--- src/rtl/hack_alu_sequencer.sv ---
// Multi-cycle control sequencer in front of the Hack ALU: accepts instructions,
// decodes the ALU control word, samples zr/ng and issues writeback/PC strobes.
// Optional jump counter output enabled by defining HACK_SEQ_JUMP_COUNT_EN.
module hack_alu_sequencer #(
  parameter int unsigned EXEC_CYCLES = 1
) (
  input  logic        clock,
  input  logic        reset_n,
  input  logic        instr_valid,
  input  logic [15:0] instr,
  output logic        instr_ready,
  output logic [5:0]  alu_ctl,
  output logic        alu_am,
  input  logic        alu_zr,
  input  logic        alu_ng,
  output logic [15:0] a_value,
  output logic        load_a,
  output logic        load_d,
  output logic        write_m,
  output logic        jump,
  output logic        pc_inc,
  output logic        done
`ifdef HACK_SEQ_JUMP_COUNT_EN
  ,
  output logic [15:0] jump_count
`endif
);

  localparam int unsigned IW    = 16;
  localparam int unsigned CTL_W = 6;
  localparam int unsigned CNT_W = 2;

  typedef enum logic [1:0] {
    S_IDLE   = 2'd0,
    S_DECODE = 2'd1,
    S_EXEC   = 2'd2,
    S_WB     = 2'd3
  } state_e;

  state_e           state_q, state_d;
  logic [IW-1:0]    ir_q, ir_d;
  logic [CNT_W-1:0] cnt_q, cnt_d;
  logic             zr_q, zr_d;
  logic             ng_q, ng_d;

  logic             instr_ready_q, instr_ready_d;
  logic [CTL_W-1:0] alu_ctl_q, alu_ctl_d;
  logic             alu_am_q, alu_am_d;
  logic [IW-1:0]    a_value_q, a_value_d;
  logic             load_a_q, load_a_d;
  logic             load_d_q, load_d_d;
  logic             write_m_q, write_m_d;
  logic             jump_q, jump_d;
  logic             pc_inc_q, pc_inc_d;
  logic             done_q, done_d;
  logic             accept;
  logic             jump_cond;
`ifdef HACK_SEQ_JUMP_COUNT_EN
  logic [IW-1:0]    jump_count_q, jump_count_d;
`endif

  // State and output registers; reset discards any instruction in flight.
  always_ff @(posedge clock or negedge reset_n) begin
    if (!reset_n) begin
      state_q       <= S_IDLE;
      ir_q          <= '0;
      cnt_q         <= '0;
      zr_q          <= 1'b0;
      ng_q          <= 1'b0;
      instr_ready_q <= 1'b0;
      alu_ctl_q     <= '0;
      alu_am_q      <= 1'b0;
      a_value_q     <= '0;
      load_a_q      <= 1'b0;
      load_d_q      <= 1'b0;
      write_m_q     <= 1'b0;
      jump_q        <= 1'b0;
      pc_inc_q      <= 1'b0;
      done_q        <= 1'b0;
`ifdef HACK_SEQ_JUMP_COUNT_EN
      jump_count_q  <= '0;
`endif
    end else begin
      state_q       <= state_d;
      ir_q          <= ir_d;
      cnt_q         <= cnt_d;
      zr_q          <= zr_d;
      ng_q          <= ng_d;
      instr_ready_q <= instr_ready_d;
      alu_ctl_q     <= alu_ctl_d;
      alu_am_q      <= alu_am_d;
      a_value_q     <= a_value_d;
      load_a_q      <= load_a_d;
      load_d_q      <= load_d_d;
      write_m_q     <= write_m_d;
      jump_q        <= jump_d;
      pc_inc_q      <= pc_inc_d;
      done_q        <= done_d;
`ifdef HACK_SEQ_JUMP_COUNT_EN
      jump_count_q  <= jump_count_d;
`endif
    end
  end

  // Next-state, instruction capture, EXEC countdown and flag sampling.
  always_comb begin
    state_d = state_q;
    ir_d    = ir_q;
    cnt_d   = cnt_q;
    zr_d    = zr_q;
    ng_d    = ng_q;
    accept  = instr_valid & instr_ready_q & (state_q == S_IDLE);
    case (state_q)
      S_IDLE: begin
        if (accept) begin
          ir_d    = instr;
          state_d = S_DECODE;
        end
      end
      S_DECODE: begin
        if (ir_q[15]) begin
          cnt_d   = CNT_W'(EXEC_CYCLES - 1);
          state_d = S_EXEC;
        end else begin
          state_d = S_WB;
        end
      end
      S_EXEC: begin
        if (cnt_q == '0) begin
          zr_d    = alu_zr;
          ng_d    = alu_ng;
          state_d = S_WB;
        end else begin
          cnt_d = cnt_q - CNT_W'(1);
        end
      end
      S_WB: begin
        state_d = S_IDLE;
      end
      default: begin
        state_d = S_IDLE;
      end
    endcase
  end

  // Registered outputs are precomputed from the state being entered.
  always_comb begin
    instr_ready_d = 1'b0;
    alu_ctl_d     = '0;
    alu_am_d      = 1'b0;
    a_value_d     = '0;
    load_a_d      = 1'b0;
    load_d_d      = 1'b0;
    write_m_d     = 1'b0;
    jump_d        = 1'b0;
    pc_inc_d      = 1'b0;
    done_d        = 1'b0;
    jump_cond     = (ir_d[2] & ng_d) | (ir_d[1] & zr_d) | (ir_d[0] & ~ng_d & ~zr_d);
`ifdef HACK_SEQ_JUMP_COUNT_EN
    jump_count_d  = jump_count_q;
`endif
    case (state_d)
      S_IDLE: begin
        instr_ready_d = 1'b1;
      end
      S_DECODE, S_EXEC: begin
        if (ir_d[15]) begin
          alu_ctl_d = ir_d[11:6];
          alu_am_d  = ir_d[12];
        end
      end
      S_WB: begin
        done_d = 1'b1;
        if (ir_d[15]) begin
          alu_ctl_d = ir_d[11:6];
          alu_am_d  = ir_d[12];
          load_a_d  = ir_d[5];
          load_d_d  = ir_d[4];
          write_m_d = ir_d[3];
          jump_d    = jump_cond;
          pc_inc_d  = ~jump_cond;
        end else begin
          load_a_d  = 1'b1;
          a_value_d = {1'b0, ir_d[14:0]};
          pc_inc_d  = 1'b1;
        end
      end
      default: begin
        instr_ready_d = 1'b0;
      end
    endcase
`ifdef HACK_SEQ_JUMP_COUNT_EN
    if (jump_d && (jump_count_q != 16'hFFFF)) begin
      jump_count_d = jump_count_q + IW'(1);
    end
`endif
  end

  assign instr_ready = instr_ready_q;
  assign alu_ctl     = alu_ctl_q;
  assign alu_am      = alu_am_q;
  assign a_value     = a_value_q;
  assign load_a      = load_a_q;
  assign load_d      = load_d_q;
  assign write_m     = write_m_q;
  assign jump        = jump_q;
  assign pc_inc      = pc_inc_q;
  assign done        = done_q;
`ifdef HACK_SEQ_JUMP_COUNT_EN
  assign jump_count  = jump_count_q;
`endif

endmodule
--- config.mk ---
export PLATFORM = sky130hd
export DESIGN_NAME = hack_alu_sequencer
export DESIGN_NICKNAME = d
export VERILOG_FILES = /design/src/rtl/hack_alu_sequencer.sv
export SDC_FILE = /design/constraint.sdc
export NUM_CORES = 1
export LEC_CHECK = 0
export ABC_AREA = 1
export ABC_CLOCK_PERIOD_IN_PS = 4300
export BUFFER_PORTS_ARGS = -buffer_cell sky130_fd_sc_hd__buf_2
export CAP_MARGIN = 10
export CORE_ASPECT_RATIO = 1.5
export CORE_MARGIN = 3
export CORE_UTILIZATION = 59
export CTS_BUF_LIST = sky130_fd_sc_hd__clkbuf_8
export DETAILED_ROUTE_END_ITERATION = 12
export GPL_TIMING_DRIVEN = 0
export PLACE_DENSITY = 0.95
export SYNTH_ARGS = -nofsm -noshare
export SYNTH_HDL_FRONTEND = slang
export SYNTH_SLANG_ARGS = --single-unit
--- constraint.sdc ---
create_clock -name clock -period 4.3 [get_ports clock]
set_input_delay 0.43 -clock clock [delete_from_list [all_inputs] [get_ports clock]]
set_output_delay 0.43 -clock clock [all_outputs]
set_load 0.1 [all_outputs]
==> results of run 1 <==
-- per-layer routing --
metal  global-route usage [%]  routed length, um  up-vias
li1                         -                  -      708
met1                     24.2               1570      723
met2                     37.9               2330       53
met3                     4.21                236       10
met4                     11.7                101        0
met5                        0                  0        -
-- path summary, 6_finish.rpt --
path | startpoint | endpoint
max in group asynchronous | reset_n | state_q[1]
max reg2reg | state_q[0] | jump
min in group clock | instr[13] | ir_q[13]
min reg2reg | ir_q[0] | ir_q[0]
max | state_q[0] | jump
min | reset_n | load_d
-- through the flow --
stage / hold slack, ns / cells / cell area, um^2
2_1_floorplan: 0.134 / 193 / 2150
3_3_place_gp: 0.490 / 284 / 2440
3_5_place_dp: 0.499 / 284 / 2440
4_1_cts: 0.331 / 292 / 2540
5_1_grt: 0.355 / 292 / 2540
6_report: 0.311 / 292 / 2540
-- registers in the layout, summed over array words and instances (netlist names) --
name,cells
ng_q,1
load_d,1
state_q,2
alu_am,1
instr_ready,1
alu_ctl,6
ir_q,16
pc_inc,1
cnt_q,2
a_value,15
write_m,1
done,1
jump,1
load_a,1
zr_q,1
-- layout make-up --
type / instances / area share [%]
well taps: 42 / 2.07
inverters: 38 / 5.72
clock buffers: 6 / 3.25
repair buffers: 49 / 9.66
multi-input cells: 97 / 26.1
flip-flops and latches: 51 / 50.3
clock inverters: 2 / 0.493
plain buffers: 7 / 2.41
-- kinds of logic after synthesis --
family / after synthesis
simple gates: 72
fa+ha+maj: 5
other cells: 1
flops: 51
compound gates: 19
buf+inv: 45
-- cell usage in the layout (no fill, tap or decap), types with 2 or more instances in the layout --
cell      instances
o21ai_1           5
inv_2            10
nor3_2           15
or2_1             7
buf_6             3
nand3_1          13
o21ai_2           4
nor2_1            4
dfrtp_1          51
a21boi_1          5
buf_4             3
clkbuf_8          6
a21oi_2           2
nand2_2           3
nand2_4           2
nand2_1          23
ha_1              5
buf_2            50
inv_1            28
-- worst max-delay path, stage by stage (launching register included) --
cell     delay, ns
dfrtp_1       0.44
inv_1         0.12
ha_1          0.23
nand3_4       0.17
inv_2         0.15
buf_4         0.19
nand2_1       0.08
nand3_1       0.07
nand3_1       0.11
nand2_1       0.07
nor2_1        0.04
==> flow_metrics.tcl, run 1 <==
set metrics [dict create \
    post_cts_buffers 0 \
    synth_warnings 0 \
    vias 1494 \
    holdBufCountCts 0 \
    routabilityCongestion 0.788 \
    ys_async_sr_fraction_pct 100 \
    gr-total-overflow 0 \
    critPathKind "reg2reg" \
    drive_gt1_share_pct 41.6 \
    synth_xor_area_share_pct 0 \
    synth_area_per_cell_um2 11.1 \
    setup_viol 0 \
    grt_max_degree 52 \
    post-route-util_pct 73.6 \
    worst_clock_skew_ns 0.00754 \
    worst_pin_slew_ns 1.08 \
    nNetsFinal 275 \
    synth-simple-area-share_pct 21.0 \
    synth_top_family_by_area "simple AND/OR/NAND/NOR gates" \
    first_pass_iters 4 \
    r2r_cells 10 \
    max-slew-margin-rel_pct 28.3 \
    clock_path_buffers 2 \
    fp.dieW_um 55.2 \
    cts.sinks 51 \
    htree_levels 2 \
    die-area_um2 4410 \
    root_buffer "clkbuf_8" \
    grt_pass1_wl_mm 7.14 \
    synth_edf_count 0 \
    rows 26 \
    wire_per_inst_um 14.5 \
    grt_pass1_vias 1538 \
    io_pins 51 \
    arrival_ns 1.98 \
    synth_common_cells "dfrtp_1, inv_1, nand2_1, nor3_2, nand3_1" \
    start_kind "flop" \
    hp-class "in2async" \
    clk_pin_slew_worst_paths_ns 0.09 \
    period_needed_ns 1.78 \
    synth-seq-area-share_pct 59.5 \
    numPortBuffers 49 \
    critPathRequiredTime_ns 4.50 \
    syn_area_um2 2150 \
    cts-buffers-inserted 5 \
    seqCellArea_um2 1280 \
    synth_compound_gate_area_share_pct 6.76 \
    drtAntennaViolNets 0 \
    synthAdderAreaFrac_pct 2.92 \
    syn_nets 219 \
    diodes 0 \
    ys_ff_latch 51 \
    post-place-ws_ns 2.55 \
    fin_ws_ns 2.52 \
    yosys-top-cells-area "dfrtp_1, nor3_2, inv_1" \
    period_share_pct 41.5 \
    maxCapViolations 0 \
    synth.area.mux_share_pct 0 \
    yosysTopAreaCellShare_pct 59.5 \
    synthMostInstantiatedCell "dfrtp_1" \
    routed_wl_mm 4.24 \
    postSynthCellCount 193 \
    drtIter0Drc 47 \
    rsz0062_at_grt "false" \
    cts_tree "yes" \
    tns_ns 0 \
    die_h_um 79.9 \
    initial_utilization_pct 62.2 \
    timing.fmax_mhz 561 \
    final_max_slew_viol_count 0 \
    yosysUniqueCellTypes 28 \
    cp_max_fo 10 \
    regToRegSetupSlack_ns 2.52 \
    worst_skew_pair.late_latency_ns 0.31 \
    ctsResizeCount 0 \
    hold_viol 0 \
    endpoint_kind "flop" \
    placeableCoreArea_um2 3450 \
    yosys.area.top_type "dfrtp_1" \
    ys.flop_type "dfrtp_1" \
    antenna_found_initial 0 \
    nFillCells 257 \
    outcome "completed" \
    drcViolationCount 0 \
    hpwlAfterDp_mm 2.99 \
    vias_per_cell 5.12 \
    track_usage_pct 21.5 \
    multi_input_area_um2 663 \
    area_growth_pct 18.3 \
]
Power of run 1 is left out: the tool's default activity adds up to more than one toggle a clock period on the data nets, which glitch-free logic cannot reach.
==> run 2, diff against run 1 <==
--- a/config.mk
+++ b/config.mk
@@ -6,16 +6,16 @@
 export NUM_CORES = 1
 export LEC_CHECK = 0
 export ABC_AREA = 1
-export ABC_CLOCK_PERIOD_IN_PS = 4300
+export ABC_CLOCK_PERIOD_IN_PS = 1500
 export BUFFER_PORTS_ARGS = -buffer_cell sky130_fd_sc_hd__buf_2
 export CAP_MARGIN = 10
 export CORE_ASPECT_RATIO = 1.5
 export CORE_MARGIN = 3
-export CORE_UTILIZATION = 59
+export CORE_UTILIZATION = 50
 export CTS_BUF_LIST = sky130_fd_sc_hd__clkbuf_8
 export DETAILED_ROUTE_END_ITERATION = 12
 export GPL_TIMING_DRIVEN = 0
-export PLACE_DENSITY = 0.95
+export PLACE_DENSITY = 0.88
 export SYNTH_ARGS = -nofsm -noshare
 export SYNTH_HDL_FRONTEND = slang
 export SYNTH_SLANG_ARGS = --single-unit
==> constraint.sdc (replaced) <==
create_clock -name clock -period 1.5 [get_ports clock]
set_input_delay 0.15 -clock clock [delete_from_list [all_inputs] [get_ports clock]]
set_output_delay 0.15 -clock clock [all_outputs]
set_load 0.1 [all_outputs]
==> flow_metrics.tcl, run 2 (synthesized netlist as in run 1, its figures left out) <==
set metrics [dict create \
    outcome "finished with violations" \
    drive_gt1_share_pct 61.7 \
    vias_per_cell 5.37 \
    grt_pass1_wl_mm 9.16 \
    worst_pin_slew_ns 1.09 \
    track_usage_pct 24.9 \
    layout_commonest_cell "dfrtp_1" \
    hp-class "in2async" \
    numPortBuffers 49 \
    io_pins 51 \
    period_share_pct 114 \
    die-area_um2 5130 \
    initial_utilization_pct 53.3 \
    placeableCoreArea_um2 4030 \
    post-route-util_pct 78.1 \
    area_growth_pct 46.7 \
    critPathKind "reg2reg" \
    max-slew-margin-rel_pct 27.1 \
    cts.sinks 51 \
    arrival_ns 1.93 \
    clock_path_buffers 2 \
    final_cells 319 \
    fp.dieW_um 59.5 \
    regToRegSetupSlack_ns -0.22 \
    worst_clock_skew_ns 0.00541 \
    drtAntennaViolNets 0 \
    cp_max_fo 8 \
    hpwlAfterDp_mm 3.04 \
    largest_reg_flops 16 \
    rsz0062_at_grt "true" \
    violations "negative setup slack" \
    nNetsFinal 299 \
    routabilityCongestion 0.759 \
    antenna_found_initial 0 \
    tns_ns -5.21 \
    hold_viol 0 \
    routed_wl_mm 6.15 \
    final_area_um2 3150 \
    gr-total-overflow 0 \
    cts-buffers-inserted 5 \
    r2r_cells 11 \
    placed_area_um2 2500 \
    grt_max_degree 52 \
    grt_pass1_vias 1835 \
    critPathRequiredTime_ns 1.71 \
    maxCapViolations 0 \
    dp_cells 287 \
    final_max_slew_viol_count 0 \
    holdBufCountCts 0 \
    fin_ws_ns -0.216 \
    vias 1714 \
    start_kind "flop" \
    drcViolationCount 0 \
    worst_skew_pair.late_latency_ns 0.32 \
    diodes 0 \
    reg2reg_to "alu_ctl[5]" \
    rows 28 \
    die_h_um 86.2 \
    rr_startpoint "state_q[0]" \
    htree_levels 2 \
    first_pass_iters 4 \
    setup_viol 41 \
    drtIter0Drc 43 \
    period_needed_ns 1.72 \
    cts_tree "yes" \
    mostFrequentLayoutCells "dfrtp_1, buf_2, inv_1, buf_4, nand2_1" \
    endpoint_kind "flop" \
    top_register "ir_q" \
    clk_pin_slew_worst_paths_ns 0.09 \
    wire_per_inst_um 19.3 \
    root_buffer "clkbuf_8" \
    timing.fmax_mhz 583 \
]
-- run 2: cell count changes in the layout (fill, tap and decap cells not counted), moves of 4 or more --
cell / delta
buf_4: +17
a21boi_4: +4
nand3_1: -10
nand2_1: -6
nor3_2: -10
nand3_2: +9
ha_1: -5
inv_2: +6
nor3_4: +11
a21boi_1: -5
o21ai_1: -4
inv_1: -8
-- run 2: area by class of cell --
cell class | instances | area [um^2]
Timing Repair Buffer | 73 | 493
Sequential cell | 51 | 1280
Clock buffer | 5 | 68.8
Clock inverter | 3 | 47.5
Multi-Input combinational cell | 97 | 955
Tap cell | 45 | 56.3
Fill cell | 212 | 881
Buffer | 7 | 95.1
Inverter | 38 | 153
-- run 2: through the flow --
step / hold slack [ns] / worst slack (ns)
3_3_place_gp: 0.379 / -0.208
4_1_cts: 0.0767 / -0.0990
6_report: 0.0264 / -0.216
2_1_floorplan: -0.146 / -0.0155
3_5_place_dp: 0.391 / -0.287
5_1_grt: 0.0756 / -0.261
-- run 2: timing repair --
| item | in CTS | in global routing |
|---|---|---|
| gates cloned | 3 | 0 |
| endpoints found under the setup margin | 44 | 44 |
| pin swaps | 23 | 10 |
| setup buffers | 17 | 4 |
| resized for setup | 49 | 20 |
-- run 2: worst max path at each step --
stage	endpoint	slack, ns	startpoint
after CTS	a_value[7]	-0.1	state_q[0]
after global placement	jump	-0.21	state_q[0]
final	alu_ctl[5]	-0.22	state_q[0]
after detailed placement	a_value[13]	-0.29	state_q[0]
after floorplan	alu_ctl[3]	-0.02	instr_ready
after global routing	a_value[13]	-0.26	state_q[1]
-- run 2: layer usage --
| metal | vias up | track usage [%] | wire [um] |
|---|---|---|---|
| met4 | 0 | 13.9 | 250 |
| li1 | 761 | - | - |
| met2 | 71 | 41.8 | 3290 |
| met3 | 19 | 5.96 | 301 |
| met5 | - | 0 | 0 |
| met1 | 863 | 28.4 | 2310 |
-- run 2: worst max-delay path, stage by stage (launching register included) --
cell     delay, ns
dfrtp_1       0.42
buf_4         0.17
ha_4          0.16
inv_1         0.06
nor2_2        0.04
nor2_4        0.11
nand2_2       0.09
nand2_4       0.09
buf_4         0.12
nand3_4       0.17
nand3_2       0.12
inv_1         0.06
Power of run 2 is left out for the same reason.
